===== config.mk =====
export PLATFORM = sky130hd
export DESIGN_NAME = ofmap_reader_flat
export DESIGN_NICKNAME = d
export VERILOG_FILES = /design/src/rtl/cnn_acc_pkg.sv /design/src/rtl/ofmap_reader_if.sv /design/src/rtl/ofmap_rd_fifo.sv /design/src/rtl/ofmap_reader.sv /design/src/flat_wrapper.sv
export SDC_FILE = /design/constraint.sdc
export NUM_CORES = 1
export LEC_CHECK = 0
export BUFFER_PORTS_ARGS = -buffer_cell sky130_fd_sc_hd__buf_2
export CELL_PAD_IN_SITES_DETAIL_PLACEMENT = 0
export CELL_PAD_IN_SITES_GLOBAL_PLACEMENT = 1
export CORE_ASPECT_RATIO = 0.7
export CORE_MARGIN = 1.5
export CORE_UTILIZATION = 52
export DETAILED_ROUTE_END_ITERATION = 8
export PLACE_DENSITY = 0.84
export SKIP_CTS_REPAIR_TIMING = 1
export SYNTH_ARGS = -nofsm -noshare
export SYNTH_HDL_FRONTEND = slang
export SYNTH_SLANG_ARGS = --single-unit

===== constraint.sdc =====
create_clock -name clk -period 9.1 [get_ports clk]
set_clock_uncertainty 0.05 [all_clocks]
set_input_delay 0.455 -clock clk [delete_from_list [all_inputs] [get_ports clk]]
set_output_delay 0.455 -clock clk [all_outputs]
set_load 0.1 [all_outputs]

===== src/rtl/cnn_acc_pkg.sv =====
// rtl/cnn_acc_pkg.sv - shared CNN accelerator types: BRAM geometry and ofmap reader FSM states
package cnn_acc_pkg;

  localparam int BRAM4K_ADDR_W = 9;
  localparam int BRAM_DATA_W   = 64;

  typedef enum logic [1:0] {
    IDLE  = 2'd0,
    FETCH = 2'd1,
    DRAIN = 2'd2,
    FIN   = 2'd3
  } ofmap_rd_state_t;

endpackage


===== src/rtl/ofmap_reader_if.sv =====
// rtl/ofmap_reader_if.sv - ofmap output word stream (valid/ready, data, last)
interface ofmap_reader_if
  import cnn_acc_pkg::*;
#(
  parameter int DATA_W = BRAM_DATA_W
);

  logic              m_valid;
  logic              m_ready;
  logic [DATA_W-1:0] m_data;
  logic              m_last;

  modport master (
    output m_valid,
    input  m_ready,
    output m_data,
    output m_last
  );

  modport slave (
    input  m_valid,
    output m_ready,
    input  m_data,
    input  m_last
  );

endinterface


===== src/rtl/ofmap_rd_fifo.sv =====
// rtl/ofmap_rd_fifo.sv - synchronous output FIFO, up to two pushes and one pop per cycle
module ofmap_rd_fifo
  import cnn_acc_pkg::*;
#(
  parameter int W     = BRAM_DATA_W + 1,
  parameter int DEPTH = 4,
  localparam int PW   = $clog2(DEPTH)
) (
  input  logic         clk,
  input  logic         rst_n,
  input  logic         wr_en0,
  input  logic [W-1:0] wr_data0,
  input  logic         wr_en1,
  input  logic [W-1:0] wr_data1,
  input  logic         rd_en,
  output logic [W-1:0] rd_data,
  output logic         not_empty,
  output logic [PW:0]  count
);

  logic [W-1:0]  mem [DEPTH];
  logic [PW-1:0] wr_ptr;
  logic [PW-1:0] wr_ptr1;
  logic [PW-1:0] rd_ptr;
  logic [PW:0]   count_q;
  logic [PW:0]   n_wr;

  // wr_en1 is only ever raised together with wr_en0: the second word lands behind the first
  assign n_wr    = (PW+1)'(wr_en0) + (PW+1)'(wr_en1);
  assign wr_ptr1 = wr_ptr + PW'(1);

  // Storage array; no reset needed because reads are gated by not_empty
  always_ff @(posedge clk) begin
    if (wr_en0) mem[wr_ptr]  <= wr_data0;
    if (wr_en1) mem[wr_ptr1] <= wr_data1;
  end

  // Pointers and occupancy; a pop frees its slot in the same cycle as a push
  always_ff @(posedge clk or negedge rst_n) begin
    if (!rst_n) begin
      wr_ptr  <= '0;
      rd_ptr  <= '0;
      count_q <= '0;
    end else begin
      wr_ptr  <= wr_ptr + n_wr[PW-1:0];
      if (rd_en) rd_ptr <= rd_ptr + PW'(1);
      count_q <= count_q + n_wr - (PW+1)'(rd_en);
    end
  end

  assign rd_data   = mem[rd_ptr];
  assign not_empty = (count_q != '0);
  assign count     = count_q;

endmodule


===== src/rtl/ofmap_reader.sv =====
// rtl/ofmap_reader.sv - dual-port BRAM ofmap readout into a stream; OFMAP_READER_STALL_CNT_EN adds stall_cnt
module ofmap_reader
  import cnn_acc_pkg::*;
#(
  parameter int ADDR_W     = BRAM4K_ADDR_W,
  parameter int DATA_W     = BRAM_DATA_W,
  parameter int RD_LAT     = 1,
  parameter int FIFO_DEPTH = 4
) (
  input  logic              clk,
  input  logic              rst_n,
  input  logic              start,
  input  logic [ADDR_W-1:0] base_addr,
  input  logic [ADDR_W:0]   len,
  output logic [ADDR_W-1:0] addr_a,
  output logic [ADDR_W-1:0] addr_b,
  input  logic [DATA_W-1:0] dout_a,
  input  logic [DATA_W-1:0] dout_b,
  ofmap_reader_if.master    m,
  output logic              busy,
  output logic              done
`ifdef OFMAP_READER_STALL_CNT_EN
  ,
  output logic [15:0]       stall_cnt
`endif
);

  localparam int CW = $clog2(FIFO_DEPTH) + 1;

  ofmap_rd_state_t state_q, state_d;

  logic              accept;
  logic              issue;
  logic              two;
  logic              final_issue;
  logic              can_issue;
  logic              pop;
  logic [ADDR_W-1:0] cur_addr;
  logic [ADDR_W:0]   rem;
  logic [ADDR_W-1:0] addr_a_q;
  logic [ADDR_W-1:0] addr_b_q;
  logic [RD_LAT-1:0] pv, pb, pla, plb;
  logic              push0, push1;
  logic [CW-1:0]     inflight_q;
  logic [CW-1:0]     iss_words;
  logic [CW-1:0]     push_words;
  logic [CW-1:0]     fifo_cnt;
  logic [DATA_W:0]   fifo_rd;
  logic              fifo_ne;
  logic [CW+1:0]     need;
  logic [CW+1:0]     room;

  // rem counts words still to issue; a pair is issued whenever two or more remain
  assign two         = (rem > (ADDR_W+1)'(1));
  assign final_issue = (rem <= (ADDR_W+1)'(2));

  // Issue only if the FIFO (counting this cycle's pop) can absorb every word already in flight plus a pair
  assign need      = (CW+2)'(fifo_cnt) + (CW+2)'(inflight_q) + (CW+2)'(2);
  assign room      = (CW+2)'(FIFO_DEPTH) + (CW+2)'(pop);
  assign can_issue = (need <= room);

  assign pop = fifo_ne & m.m_ready;

  // State register
  always_ff @(posedge clk or negedge rst_n) begin
    if (!rst_n) state_q <= IDLE;
    else        state_q <= state_d;
  end

  // Next state, start acceptance and read issue
  always_comb begin
    state_d = state_q;
    accept  = 1'b0;
    issue   = 1'b0;
    case (state_q)
      IDLE: begin
        if (start) begin
          accept  = 1'b1;
          state_d = (len == '0) ? FIN : FETCH;
        end
      end
      FETCH: begin
        if (can_issue) begin
          issue = 1'b1;
          if (final_issue) state_d = DRAIN;
        end
      end
      DRAIN: begin
        if (pop && m.m_last) state_d = FIN;
      end
      FIN: begin
        state_d = IDLE;
      end
      default: state_d = IDLE;
    endcase
  end

  // Job cursor and held BRAM addresses; port B keeps its old address on a single-word issue
  always_ff @(posedge clk or negedge rst_n) begin
    if (!rst_n) begin
      cur_addr <= '0;
      rem      <= '0;
      addr_a_q <= '0;
      addr_b_q <= '0;
    end else if (accept) begin
      cur_addr <= base_addr;
      rem      <= len;
    end else if (issue) begin
      cur_addr <= cur_addr + (two ? ADDR_W'(2) : ADDR_W'(1));
      rem      <= rem - (two ? (ADDR_W+1)'(2) : (ADDR_W+1)'(1));
      addr_a_q <= cur_addr;
      if (two) addr_b_q <= cur_addr + ADDR_W'(1);
    end
  end

  // Addresses reach the BRAM in the issue cycle itself so the first word arrives RD_LAT+2 after start
  assign addr_a = issue ? cur_addr : addr_a_q;
  assign addr_b = (issue && two) ? (cur_addr + ADDR_W'(1)) : addr_b_q;

  // Read-latency tracker: which ports carry live data and which word ends the job
  always_ff @(posedge clk or negedge rst_n) begin
    if (!rst_n) begin
      pv  <= '0;
      pb  <= '0;
      pla <= '0;
      plb <= '0;
    end else begin
      pv[0]  <= issue;
      pb[0]  <= issue & two;
      pla[0] <= issue & (rem == (ADDR_W+1)'(1));
      plb[0] <= issue & (rem == (ADDR_W+1)'(2));
      for (int i = 1; i < RD_LAT; i++) begin
        pv[i]  <= pv[i-1];
        pb[i]  <= pb[i-1];
        pla[i] <= pla[i-1];
        plb[i] <= plb[i-1];
      end
    end
  end

  assign push0      = pv[RD_LAT-1];
  assign push1      = pv[RD_LAT-1] & pb[RD_LAT-1];
  assign iss_words  = issue ? (two ? CW'(2) : CW'(1)) : '0;
  assign push_words = push1 ? CW'(2) : (push0 ? CW'(1) : '0);

  // Words issued to the BRAM but not yet written into the FIFO
  always_ff @(posedge clk or negedge rst_n) begin
    if (!rst_n) inflight_q <= '0;
    else        inflight_q <= inflight_q + iss_words - push_words;
  end

  ofmap_rd_fifo #(
    .W     (DATA_W + 1),
    .DEPTH (FIFO_DEPTH)
  ) u_fifo (
    .clk       (clk),
    .rst_n     (rst_n),
    .wr_en0    (push0),
    .wr_data0  ({pla[RD_LAT-1], dout_a}),
    .wr_en1    (push1),
    .wr_data1  ({plb[RD_LAT-1], dout_b}),
    .rd_en     (pop),
    .rd_data   (fifo_rd),
    .not_empty (fifo_ne),
    .count     (fifo_cnt)
  );

  assign m.m_valid = fifo_ne;
  assign m.m_data  = fifo_ne ? fifo_rd[DATA_W-1:0] : '0;
  assign m.m_last  = fifo_ne & fifo_rd[DATA_W];

  assign busy = (state_q != IDLE);
  assign done = (state_q == FIN);

`ifdef OFMAP_READER_STALL_CNT_EN
  // Cycles a valid word waits on the consumer; cleared per job, saturating
  always_ff @(posedge clk or negedge rst_n) begin
    if (!rst_n)                   stall_cnt <= '0;
    else if (accept)              stall_cnt <= '0;
    else if (m.m_valid && !m.m_ready && stall_cnt != 16'hFFFF)
                                  stall_cnt <= stall_cnt + 16'd1;
  end
`endif

endmodule


===== src/flat_wrapper.sv =====
// flat-port wrapper written by rule: the top's interface ports become plain ports
module ofmap_reader_flat import cnn_acc_pkg::*;
#(
  parameter int ADDR_W     = BRAM4K_ADDR_W,
  parameter int DATA_W     = BRAM_DATA_W,
  parameter int RD_LAT     = 1,
  parameter int FIFO_DEPTH = 4
)
  (clk, rst_n, start, base_addr, len, addr_a, addr_b, dout_a, dout_b, busy, done, m_m_valid, m_m_ready, m_m_data, m_m_last);
  ofmap_reader_if #(.DATA_W(DATA_W)) m_i ();
  input  logic clk;
  input  logic rst_n;
  input  logic start;
  input  logic [ADDR_W-1:0] base_addr;
  input  logic [ADDR_W:0] len;
  output logic [ADDR_W-1:0] addr_a;
  output logic [ADDR_W-1:0] addr_b;
  input  logic [DATA_W-1:0] dout_a;
  input  logic [DATA_W-1:0] dout_b;
  output logic busy;
  output logic done;
  output wire logic [$bits(m_i.m_valid)-1:0] m_m_valid;
  input wire logic [$bits(m_i.m_ready)-1:0] m_m_ready;
  output wire logic [$bits(m_i.m_data)-1:0] m_m_data;
  output wire logic [$bits(m_i.m_last)-1:0] m_m_last;
  assign m_m_valid = m_i.m_valid;
  assign m_i.m_ready = m_m_ready;
  assign m_m_data = m_i.m_data;
  assign m_m_last = m_i.m_last;
  ofmap_reader #(.ADDR_W(ADDR_W), .DATA_W(DATA_W), .RD_LAT(RD_LAT), .FIFO_DEPTH(FIFO_DEPTH)) u_core (.clk(clk), .rst_n(rst_n), .start(start), .base_addr(base_addr), .len(len), .addr_a(addr_a), .addr_b(addr_b), .dout_a(dout_a), .dout_b(dout_b), .m(m_i), .busy(busy), .done(done));
endmodule

==> results.ini <==
[setup_path]
rrSetupSlack_ps = 4600
critical_path_class = reg2out
crit_slowest_cell = nor2_4
crit_top_cell = ha_1
crit_chain = ha_1, fa_1, xor2_2, ha_1, and2b_1, a211oi_2, nand4_4, nor2_4, mux2_2, buf_2
arrival_ps = 4460
start_kind = register
max_stage_delay_ps = 520
path_buf_inv = 1
worstPathMaxFanout = 37
critical_path.top_delay_family = simple AND/OR/NAND/NOR gates
cp_data_required_time_ps = 8600
critPathCaptureType = output pin

[yosys]
ys_seq_area_share_pct = 56.1
yosys_register_bits = 313
yosysWarningCount = 0
syn-cell-area_mm2 = 0.0163
syn-num-nets = 1243
synth_cells = 1063
async_reset_ff_share_pct = 16.9
postSynthAreaPerCell_um2 = 15.3
synth_cell_types = 55
synth_edf_count = 260
synth_top_flop_cell = edfxtp_1

[cells_and_area]
syn_to_final_growth_pct = 16.2
seqCellArea_mm2 = 0.00914
fillCellCount = 2305
drive_above_1_share_pct = 50.7
multi_input_comb_area_mm2 = 0.00682
nets = 1462
design_area_mm2 = 0.0189

[floorplanning]
die_w_um = 214
pin_count = 237
die-area_mm2 = 0.0324
rows = 53
initial_core_util_pct = 53.5
fp.coreArea_mm2 = 0.0304
die_h_um = 151

[global_routing]
grt_max_degree = 66
overflow = 0
grt_pass1_wl_um = 59700
grt.total_usage_pct = 24.1
antenna_found_initial = 4
grt_pass1_vias = 10300

[clock_tree]
cts_max_level = 2
cts.sinks = 313
cts_tree = yes
clock_latency_ps = 510
clockBufferDepth = 3
cts_buffers = 34
clkTransAtPathRegs_ps = 60
cts_root_buffer = clkbuf_16

[detailed_routing]
drtIter0Drc = 930
drc = 0
drt-total-wl_um = 38400
dr.pass1.iters = 5
viasPerCell = 5.80
drtAntennaViolNets = 0
wl_per_cell_um = 22.3
vias = 9974

[sta]
fin_ws_ps = 4140
slew_headroom_pct = 27.9
finalHoldViolations = 0
slew_viol_final = 0
period_minus_slack_ps = 4960
finalSetupViolCount = 0
tightest_slew_ps = 1080
fmax_ghz = 0.202
rsz0062_at_grt = false
tns_ps = 0
fin_crit_sh_pct = 54.5

[flow_run]
drv_cap = 0

[placement]
port-buffer-count = 236
gp_congestion = 0.772
postPlaceCellArea_mm2 = 0.0179
post-place-ws_ps = 4620
dpl.hpwl_um = 23400

[outcome]
status = complete, no violations

[min_path]
worstHoldPathType = in2async

==> cell usage in the layout, fill, tap and decap left out, drive strengths merged, types with 5 or more instances in the layout <==
| cell | count |
|---|---|
| a21oi | 5 |
| a31oi | 13 |
| and2 | 69 |
| buf | 250 |
| clkbuf | 46 |
| clkinv | 12 |
| dfrtp | 53 |
| edfxtp | 260 |
| fa | 6 |
| ha | 23 |
| inv | 28 |
| mux2 | 287 |
| mux2i | 5 |
| mux4 | 64 |
| nand2 | 46 |
| nand3 | 15 |
| nand4 | 5 |
| nor2 | 27 |
| nor2b | 6 |
| nor3 | 6 |
| nor4 | 5 |
| o21ai | 13 |
| o31ai | 5 |
| or4 | 5 |
| xnor2 | 11 |
| xor2 | 7 |
==> through the flow <==
| step | hold WS (ps) | utilization [%] | cells |
|---|---|---|---|
| 4_1_cts | 23.0 | 62.1 | 1717 |
| 5_1_grt | 63.2 | 62.1 | 1717 |
| 3_5_place_dp | 442 | 58.7 | 1658 |
| 3_3_place_gp | 438 | 58.7 | 1658 |
| 2_1_floorplan | 109 | - | 1063 |
| 6_report | 7.41 | 62.1 | 1719 |
==> cell families (layout without fill, tap and decap cells) <==
group           after synthesis  in the layout  share of synthesized area [%]
xor+xnor                     18             18                           1.01
simple gates                199            199                           6.79
fa+ha+maj                    29             29                           2.51
other cells                   0              2                              0
buf+inv                      95            337                           2.37
compound gates               53             53                           2.21
mux                         356            356                           29.0
flops                       313            313                           56.1
==> flip-flops by register name (all words and copies together) (netlist names) <==
name and cells:
u_core.u_fifo.wr_ptr 2, u_core.state_q 2, u_core.plb 1, u_core.u_fifo.count 3, u_core.u_fifo.rd_ptr 2, u_core.addr_b_q 9
u_core.u_fifo.mem 260, u_core.cur_addr 9, u_core.pb 1, u_core.addr_a_q 9, u_core.push0 1, u_core.rem 10
u_core.inflight_q 3, u_core.pla 1
==> area by class of cell <==
class	instances	area share (%)
sequential	313	48.3
multi-input combinational	655	36.0
timing repair buffer	250	6.80
clock buffer	46	5.13
tap	412	2.73
inverter	28	0.556
clock inverter	13	0.423
antenna	2	0.0265
==> Yosys cell counts, types with 6 or more instances <==
cell / n / area [um^2]
ha_1: 23 / 288
mux4_2: 64 / 1440
nand2_1: 45 / 169
edfxtp_1: 260 / 7810
clkbuf_1: 36 / 135
nand3_1: 15 / 75.1
inv_1: 28 / 105
buf_2: 23 / 115
dfrtp_1: 53 / 1330
xor2_1: 6 / 52.6
o21ai_0: 12 / 60.1
nor2b_1: 6 / 37.5
nor2_1: 26 / 97.6
fa_1: 6 / 120
buf_1: 8 / 30.0
and2_1: 69 / 432
mux2_2: 286 / 3220
a31oi_1: 13 / 81.3
xnor2_1: 11 / 96.3
==> metal layers <==
metal	wire length (um)	track usage (%)	up-vias
met5	38	0	-
met4	454	5.32	6
met3	2450	4.24	44
met2	17900	37.9	331
met1	17600	35.3	5051
li1	-	-	4542
==> worst paths after layout <==
path	from	end	cells past startpoint
min	rst_n	u_core.addr_a_q[4]	2
max	u_core.u_fifo.count[0]	addr_b[7]	10
min reg2reg	u_core.addr_a_q[6]	u_core.addr_a_q[6]	1
max in group asynchronous	rst_n	u_core.u_fifo.rd_ptr[0]	2
min in group clk	base_addr[2]	u_core.cur_addr[2]	3
max reg2reg	u_core.u_fifo.count[0]	u_core.inflight_q[2]	11
Power is left out: the tool's default activity adds up to more than one toggle a clock period on the data nets, which glitch-free logic cannot reach.
